File: src/rtl/chroma_upsampler.sv
// Horizontal 2:1 chroma upsampler. Reads one downsampled U or V plane
// (two samples per word), rebuilds the odd samples with a 6-tap FIR and
// writes one word per output pair: even sample in [7:0], odd in [15:8].
module chroma_upsampler #(
    parameter int          IN_WIDTH = 160,
    parameter int          ROWS     = 240,
    parameter int          ADDR_W   = 18,
    parameter int unsigned SRC_BASE = 0,
    parameter int unsigned DST_BASE = 0
) (
    input  logic              clk,
    input  logic              rst,
    input  logic              start,
    output logic              busy,
    output logic              done,
    output logic [ADDR_W-1:0] R_addr,
    input  logic [15:0]       R_data,
    output logic [ADDR_W-1:0] W_addr,
    output logic [15:0]       W_data,
    output logic              W_en
);
    localparam int HALF_W = IN_WIDTH / 2;
    localparam int CW     = $clog2(IN_WIDTH);
    localparam int WW     = $clog2(HALF_W + 1);
    localparam int RW     = $clog2(ROWS + 1);
    localparam logic [CW-1:0]     COL_LAST = CW'(IN_WIDTH - 1);
    localparam logic [RW-1:0]     ROW_LAST = RW'(ROWS - 1);
    localparam logic [ADDR_W-1:0] SRC_A    = ADDR_W'(SRC_BASE);
    localparam logic [ADDR_W-1:0] DST_A    = ADDR_W'(DST_BASE);
    localparam logic [ADDR_W-1:0] HALF_A   = ADDR_W'(HALF_W);
    localparam logic [WW-1:0]     HALF_WW  = WW'(HALF_W);

    typedef enum logic [2:0] {
        S_IDLE     = 3'd0,
        S_PRIME    = 3'd1,
        S_RUN      = 3'd2,
        S_NEXT_ROW = 3'd3,
        S_DONE     = 3'd4
    } state_e;

    state_e              state_q, state_d;
    logic [1:0]          phase_q, phase_d;
    logic [CW-1:0]       col_q, col_d;
    logic [RW-1:0]       row_q, row_d;
    logic [WW-1:0]       rd_word_q, rd_word_d;
    logic [ADDR_W-1:0]   src_row_q, src_row_d;
    logic [ADDR_W-1:0]   raddr_q, raddr_d;
    logic [ADDR_W-1:0]   waddr_q, waddr_d;
    logic [5:0][7:0]     win_q, win_d;
    logic [7:0]          buf_q, buf_d;
    logic [7:0]          new_s;
    logic                repl_s;

    // 6-tap half-band interpolator with rounding, clamped to 0..255.
    // Positive and negative taps are summed separately; the difference
    // is an 18-bit two's-complement value that never overflows.
    function automatic logic [7:0] fir6(input logic [5:0][7:0] w);
        logic [17:0] pos;
        logic [17:0] neg;
        logic [17:0] s;
        pos = 18'd21  * (18'(w[0]) + 18'(w[5]))
            + 18'd159 * (18'(w[2]) + 18'(w[3])) + 18'd128;
        neg = 18'd52  * (18'(w[1]) + 18'(w[4]));
        s   = pos - neg;
        if (s[17]) begin
            fir6 = 8'd0;
        end else if (s[16]) begin
            fir6 = 8'd255;
        end else begin
            fir6 = s[15:8];
        end
    endfunction

    // FSM state register
    always_ff @(posedge clk or posedge rst) begin
        if (rst) begin
            state_q <= S_IDLE;
        end else begin
            state_q <= state_d;
        end
    end

    // FSM next-state logic
    always_comb begin
        state_d = state_q;
        case (state_q)
            S_IDLE:     if (start) state_d = S_PRIME;    else state_d = S_IDLE;
            S_PRIME:    if (phase_q == 2'd2) state_d = S_RUN; else state_d = S_PRIME;
            S_RUN:      if (col_q == COL_LAST) state_d = S_NEXT_ROW; else state_d = S_RUN;
            S_NEXT_ROW: if (row_q == ROW_LAST) state_d = S_DONE; else state_d = S_PRIME;
            S_DONE:     state_d = S_IDLE;
            default:    state_d = S_IDLE;
        endcase
    end

    // FSM outputs; W_data is driven straight from the window during RUN
    always_comb begin
        busy   = 1'b0;
        done   = 1'b0;
        W_en   = 1'b0;
        W_data = 16'h0000;
        case (state_q)
            S_PRIME, S_NEXT_ROW: busy = 1'b1;
            S_RUN: begin
                busy   = 1'b1;
                W_en   = 1'b1;
                W_data = {fir6(win_q), win_q[2]};
            end
            S_DONE:  done = 1'b1;
            default: busy = 1'b0;
        endcase
    end

    assign R_addr = raddr_q;
    assign W_addr = waddr_q;

    // Datapath next state: read scheduling, window shifting, counters
    always_comb begin
        phase_d   = phase_q;
        col_d     = col_q;
        row_d     = row_q;
        rd_word_d = rd_word_q;
        src_row_d = src_row_q;
        raddr_d   = raddr_q;
        waddr_d   = waddr_q;
        win_d     = win_q;
        buf_d     = buf_q;
        // Once U[j+4] lies past the row end, w5 already holds U[W-1].
        repl_s    = ({1'b0, col_q} + (CW+1)'(4)) >= (CW+1)'(IN_WIDTH);
        new_s     = win_q[5];
        case (state_q)
            S_IDLE: begin
                if (start) begin
                    phase_d   = 2'd0;
                    col_d     = '0;
                    row_d     = '0;
                    rd_word_d = WW'(1);
                    src_row_d = SRC_A;
                    raddr_d   = SRC_A;
                    waddr_d   = DST_A;
                end else begin
                    phase_d = phase_q;
                end
            end
            S_PRIME: begin
                phase_d = phase_q + 2'd1;
                if (phase_q == 2'd0) begin
                    raddr_d   = src_row_q + ADDR_W'(1);
                    rd_word_d = WW'(2);
                end else if (phase_q == 2'd1) begin
                    // Word 0 arrives: U[-2] = U[-1] = U[0].
                    win_d[0] = R_data[7:0];
                    win_d[1] = R_data[7:0];
                    win_d[2] = R_data[7:0];
                    win_d[3] = R_data[15:8];
                    if (rd_word_q < HALF_WW) begin
                        raddr_d   = src_row_q + ADDR_W'(rd_word_q);
                        rd_word_d = rd_word_q + WW'(1);
                    end else begin
                        raddr_d = raddr_q;
                    end
                end else begin
                    win_d[4] = R_data[7:0];
                    win_d[5] = R_data[15:8];
                    phase_d  = 2'd0;
                    col_d    = '0;
                end
            end
            S_RUN: begin
                // Even columns take the low byte of the word arriving now
                // and park the high byte for the following odd column.
                if (repl_s) begin
                    new_s = win_q[5];
                end else if (!col_q[0]) begin
                    new_s = R_data[7:0];
                end else begin
                    new_s = buf_q;
                end
                if (!col_q[0]) buf_d = R_data[15:8]; else buf_d = buf_q;
                win_d   = {new_s, win_q[5:1]};
                col_d   = col_q + CW'(1);
                waddr_d = waddr_q + ADDR_W'(1);
                if (!col_q[0] && (rd_word_q < HALF_WW)) begin
                    raddr_d   = src_row_q + ADDR_W'(rd_word_q);
                    rd_word_d = rd_word_q + WW'(1);
                end else begin
                    raddr_d = raddr_q;
                end
            end
            S_NEXT_ROW: begin
                row_d     = row_q + RW'(1);
                src_row_d = src_row_q + HALF_A;
                rd_word_d = WW'(1);
                phase_d   = 2'd0;
                if (row_q != ROW_LAST) raddr_d = src_row_q + HALF_A; else raddr_d = raddr_q;
            end
            default: phase_d = phase_q;
        endcase
    end

    // Datapath registers
    always_ff @(posedge clk or posedge rst) begin
        if (rst) begin
            phase_q   <= 2'd0;
            col_q     <= '0;
            row_q     <= '0;
            rd_word_q <= '0;
            src_row_q <= '0;
            raddr_q   <= '0;
            waddr_q   <= '0;
            win_q     <= '0;
            buf_q     <= 8'd0;
        end else begin
            phase_q   <= phase_d;
            col_q     <= col_d;
            row_q     <= row_d;
            rd_word_q <= rd_word_d;
            src_row_q <= src_row_d;
            raddr_q   <= raddr_d;
            waddr_q   <= waddr_d;
            win_q     <= win_d;
            buf_q     <= buf_d;
        end
    end
endmodule

File: config.mk
export PLATFORM = sky130hd
export DESIGN_NAME = chroma_upsampler
export DESIGN_NICKNAME = d
export VERILOG_FILES = /design/src/rtl/chroma_upsampler.sv
export SDC_FILE = /design/constraint.sdc
export NUM_CORES = 1
export LEC_CHECK = 0
export ABC_AREA = 1
export ABC_CLOCK_PERIOD_IN_PS = 28400
export BUFFER_PORTS_ARGS = -buffer_cell sky130_fd_sc_hd__buf_2
export CAP_MARGIN = 25
export CORE_UTILIZATION = 30
export DETAILED_ROUTE_END_ITERATION = 10
export PLACE_DENSITY = 0.47
export SLEW_MARGIN = 10
export SYNTH_ARGS = -nofsm -noshare
export SYNTH_HDL_FRONTEND = slang
export SYNTH_SLANG_ARGS = --single-unit
File: constraint.sdc
create_clock -name clk -period 28.4 [get_ports clk]
set_clock_uncertainty 0.15 [all_clocks]
set_input_delay 5.68 -clock clk [delete_from_list [all_inputs] [get_ports clk]]
set_output_delay 5.68 -clock clk [all_outputs]
set_load 0.05 [all_outputs]
# Word-level counts from Yosys, hierarchy flattened
# Cells that the tools add are included.
totals:
  in_bits: 19
  register_bits: 138
  wordCells: 116
  out_inout_bits: 55
op_classes:
  multipliers: 3
  mux: 41
  n_reduce_logical: 21
  n_addsub: 15
  bitwise: 1
  eq_ne: 18
  magnitude_cmp: 2
ops:
  columns: ["op", "n"]
  rows:
  - ["$mux W18", 6]
  - ["$pmux W48 S2", 1]
  - ["$pmux W18 S2", 2]
  - ["$pmux W18 S4", 1]
  - ["$mux W8", 7]
  - ["$mux W48", 1]
  - ["$add A18 B1 Y18 const B", 2]
  - ["$mux W7", 5]
  - ["$mux W16", 2]
  - ["$mux W32", 1]
  - ["$pmux W7 S4", 1]
  - ["$add A8 B8 Y9", 3]
  - ["$pmux W8 S3", 1]
  - ["$add A14 B17 Y18", 1]
  - ["$add A18 B7 Y18", 1]
  - ["$add A18 B7 Y18 const B", 1]
  - ["$add A18 B8 Y18 const B", 1]
  - ["$sub A18 B15 Y18", 1]
  - ["$mul A8 B9 Y17 const A", 1]
  - ["$add A8 B1 Y8 const B", 2]
  - ["$eq A8 B8 Y1 const B", 2]
  - ["$pmux W8 S2", 1]
  - ["$mul A5 B9 Y14 const A", 1]
  - ["$ne A2 B2 Y1 const B", 7]
  - ["other kinds (32)", 49]

# Logic depth before layout (Yosys ltp)
depth:
  depth_word: 8
  depth_mapped: 37
  depth_no_buf: 37

# Least setup slack after synthesis
# Ideal clock, no wire load.
synth_path:
  kind: "register to output"
  startpoint: "register win_q[8] in the netlist's numbering"
  endpoint: "output W_data[12]"
  path_buffers: 0
  t_required_ns: 22.570
  path_stages_with_launch: 35
  path_slack_ns: 14.805
  arrival_ns: 7.765
  cell_sequence: "dfrtp_1 -> ha_1 -> fa_1 -> nand3_1 -> nand2_1 -> a21oi_1 -> o21bai_1 -> xor2_1 -> inv_1 -> fa_1 -> inv_1 -> ha_1 -> inv_1 -> o21bai_1 -> a21oi_1 -> o21ai_0 -> xor2_1 -> ha_1 -> inv_1 -> fa_1 -> inv_1 -> fa_1 -> inv_1 -> fa_1 -> inv_1 -> fa_1 -> ha_1 -> ha_1 -> a21oi_1 -> o21ai_0 -> a21oi_1 -> nand2_1 -> nand2_1 -> nand2_1 -> a21oi_1"
synth_between:
  elab_chain_cells: 6
synth_rtl:
  columns: ["element", "line", "rtl"]
  rows:
  - ["start, declared", "49", "logic [5:0][7:0] win_q, win_d;"]
  - ["start signal, assigned", "221", "win_q <= win_d;"]
  - ["$add A8 B8 Y9 *", "63", "neg = 18'd52 * (18'(w[1]) + 18'(w[4]));"]
  - ["$mul A4 B9 Y13 *", "63", null]
  - ["$sub A18 B15 Y18 *", "64", "s = pos - neg;"]
  - ["$mux W8", "67", "end else if (s[16]) begin"]
  - ["$mux W8 *", "65", "if (s[17]) begin"]
  - ["$mux W16 *", "102", "case (state_q)"]
  - ["end, declared", "19", "output logic [15:0] W_data,"]
# Every way passes the cells marked *; elsewhere a longest branch is shown, timed or not.

# Worst setup path in the final report
layout_path:
  startpoint: "register win_q[10] in the netlist's numbering"
  endpoint: "output W_data[11]"
# The elaborated chain is that of the path after synthesis.

==> out/metrics.cfg <==
[outcome]
status = finished clean

[timing]
fin_crit_sh_pct = 50.3
finalHoldViolations = 0
setup_tns_ps = 0
max-slew-margin-rel_pct = 40.6
finalSetupViolations = 0
timing.final.max_slew_violations = 0
tightest_slew_ps = 891
holdWs_ps = 320
period_needed_ps = 14290
rsz0062_at_grt = false
fmax_ghz = 0.0700

[setup_path]
startpoint_type = flip-flop
worstSetupPathType = reg -> out
r2r_setup_slack_ps = 25510
rr_startpoint = state_q[1]$_DFF_PP0_
rr_endpoint = R_addr[3]$_DFFE_PP0P_
critical_path.slowest_cell = fa_1
max_stage_delay_ps = 540
arrival_ps = 8460
cp_max_fo = 7
setup.worst_path.end_class = output pin
reg2reg_depth = 10
cp.required_ps = 22570

[final_layout]
finalNonFillerCells = 2125
multi_input_area_sq_um = 7180
fin_area_sq_um = 13400
antenna_cells = 0
drive_gt1_share_pct = 8.34
fill_cells = 4185
synthToLayoutAreaGrowth_pct = 13.1
nets = 1816
register_area_sq_um = 3350

[placement]
dp_cells = 2094
gp_congestion = 0.826
portBuffers = 73
dp.final_hpwl_mm = 23.6
placed_area_sq_um = 12800

[yosys]
syn_inst = 1529
async_flop_share_pct = 100
synth_top_area_cell = dfrtp_1
netlist_area_sq_um = 11900
synth_flop_cell = dfrtp_1
synth.area.top_cells = dfrtp_1 28%, ha_1 14%, fa_1 11%
syn_nets = 1750
synth_warnings = 0
synth_cell_types = 45
ys_seq_area_share_pct = 28.3
synth_top_area_share_pct = 28.3
synth_edf_count = 0
syn_area_per_cell_sq_um = 7.76
ys_ff_latch = 134

[floorplan]
die_area_sq_um = 40300
core_sq_um = 38800
die_y_microns = 201
io_pins = 74
die-width_microns = 201
core.rowCount = 72
initial_utilization_pct = 30.5

[min_path]
whs_path_depth = 2
hold_class = reg -> reg
worstHoldStart = R_addr[8]$_DFFE_PP0P_
hold_end = R_addr[8]$_DFFE_PP0P_

[cts]
clock_path_buffers = 2
cts_tree = done
htree_levels = 4
clock_sinks = 134
cts_buffers = 17
ctsHoldBuffers = 0
clkTransAtPathRegs_ps = 60
root_buffer = clkbuf_16
insertion_delay_ps = 420
cts-resized-gates = 0
postCtsSetupBuffers = 0

[routing]
routed-via-count = 9897
drc_errors = 0
dr.pass1.iters = 5
initialDrtViolationCount = 474
routedWlPerCell_microns = 14.0
viasPerCell = 4.66
ant_nets = 0
wirelength_mm = 29.7

[global_route]
grt_pass1_vias = 9904
grt_pass1_wl_mm = 50.4
grt_antenna_before_repair = 1
grt_max_degree = 70
track_usage_pct = 15.3
overflow = 0

[job]
maxCapViolations = 0

## metal layers
layer / vias to the layer above / part of all wire (%) / GRT usage, %
li1: 5027 / - / -
met1: 4706 / 53 / 22.1
met2: 148 / 44 / 24.4
met3: 14 / 2.7 / 1.85
met4: 2 / 0.88 / 3.27
met5: - / 0.027 / 0
## synth_stat cells, types with 2 or more instances
cell,n
clkbuf_1,10
nor2_2,3
or2_2,2
xnor2_1,8
nand3b_1,4
o21ai_1,7
nor2_1,99
fa_1,67
inv_1,308
nor3_1,18
xor2_1,32
a21o_1,2
ha_1,135
nand2_1,301
nor3_4,2
nand3_2,3
dfrtp_1,134
o21bai_1,9
buf_2,19
a21oi_1,78
o21a_1,3
o311ai_0,3
nand2_2,6
inv_2,7
nand3_1,73
a31oi_1,31
nand4_1,12
o211ai_1,13
o21ai_0,120
o22ai_1,5
## state kept, by name (all words and copies together), names as in the netlist
signal,count
col_q,8
phase_q,2
rd_word_q,7
win_q,48
row_q,8
buf_q,8
src_row_q,14
W_addr,18
state_q,3
R_addr,18
## per-stage QoR
step | util (%) | worst slack [ps]
after global routing | 34.6 | 13410
final | 34.6 | 14110
after CTS | 34.6 | 14050
after detailed placement | 32.9 | 14550
after floorplan | - | 14800
after global placement | 32.9 | 14650
## area by class of cell
type / count / area share (%)
Clock inverter: 8 / 1.08
Clock buffer: 23 / 3.64
Inverter: 315 / 8.85
Timing Repair Buffer: 77 / 3.10
Multi-Input combinational cell: 1050 / 53.5
Tap cell: 518 / 4.83
Sequential cell: 134 / 25.0
## logic make-up after synthesis
logic type,after synthesis,share of synthesized area (%)
buffers and inverters,345,11.2
adder cells (fa/ha/maj),202,25.6
AO/OA/AOI/OAI,278,13.0
AND/OR/NAND/NOR,529,19.0
XOR/XNOR,40,2.95
flip-flops,134,28.3
multiplexers,1,0.0949
## placed cells by master, fill, tap and decap left out, types with 3 or more instances in the layout
master and instances:
nand2_2 6, nand3_2 3, o21a_1 3, fa_1 67
o311ai_0 3, clkbuf_16 17, nor2_2 3, nand3b_1 4
buf_4 3, inv_1 307, xnor2_1 8, xor2_1 32
nand3_1 73, nor3_1 18, bufinv_16 4, inv_2 7
ha_1 135, o21bai_1 9, a31oi_1 31, a21oi_1 78
nor2_1 99, clkbuf_8 4, nand4_1 12, nand2_1 301
o21ai_1 7, dfrtp_1 134, buf_2 73, o22ai_1 5
o211ai_1 13, o21ai_0 120
## worst max-delay path by stage
stage	startpoint	end	slack (ps)
3_5_place_dp	win_q[8]$_DFFE_PP0P_	W_data[11]	14550
5_1_grt	win_q[8]$_DFFE_PP0P_	W_data[15]	13410
2_1_floorplan	win_q[8]$_DFFE_PP0P_	W_data[12]	14800
6_report	win_q[10]$_DFFE_PP0P_	W_data[11]	14110
4_1_cts	win_q[10]$_DFFE_PP0P_	W_data[11]	14050
3_3_place_gp	win_q[10]$_DFFE_PP0P_	W_data[15]	14650
## worst max-delay path, delay by kind of cell (launching register included)
family | cells | cell delay [ps]
XOR/XNOR | 2 | 350
AND/OR/NAND/NOR | 7 | 770
buffers and inverters | 7 | 560
flip-flops | 1 | 390
AO/OA/AOI/OAI | 9 | 1470
adder cells (fa/ha/maj) | 11 | 4500
Power is left out: the tool's default activity adds up to more than one toggle a clock period on the data nets, which glitch-free logic cannot reach.
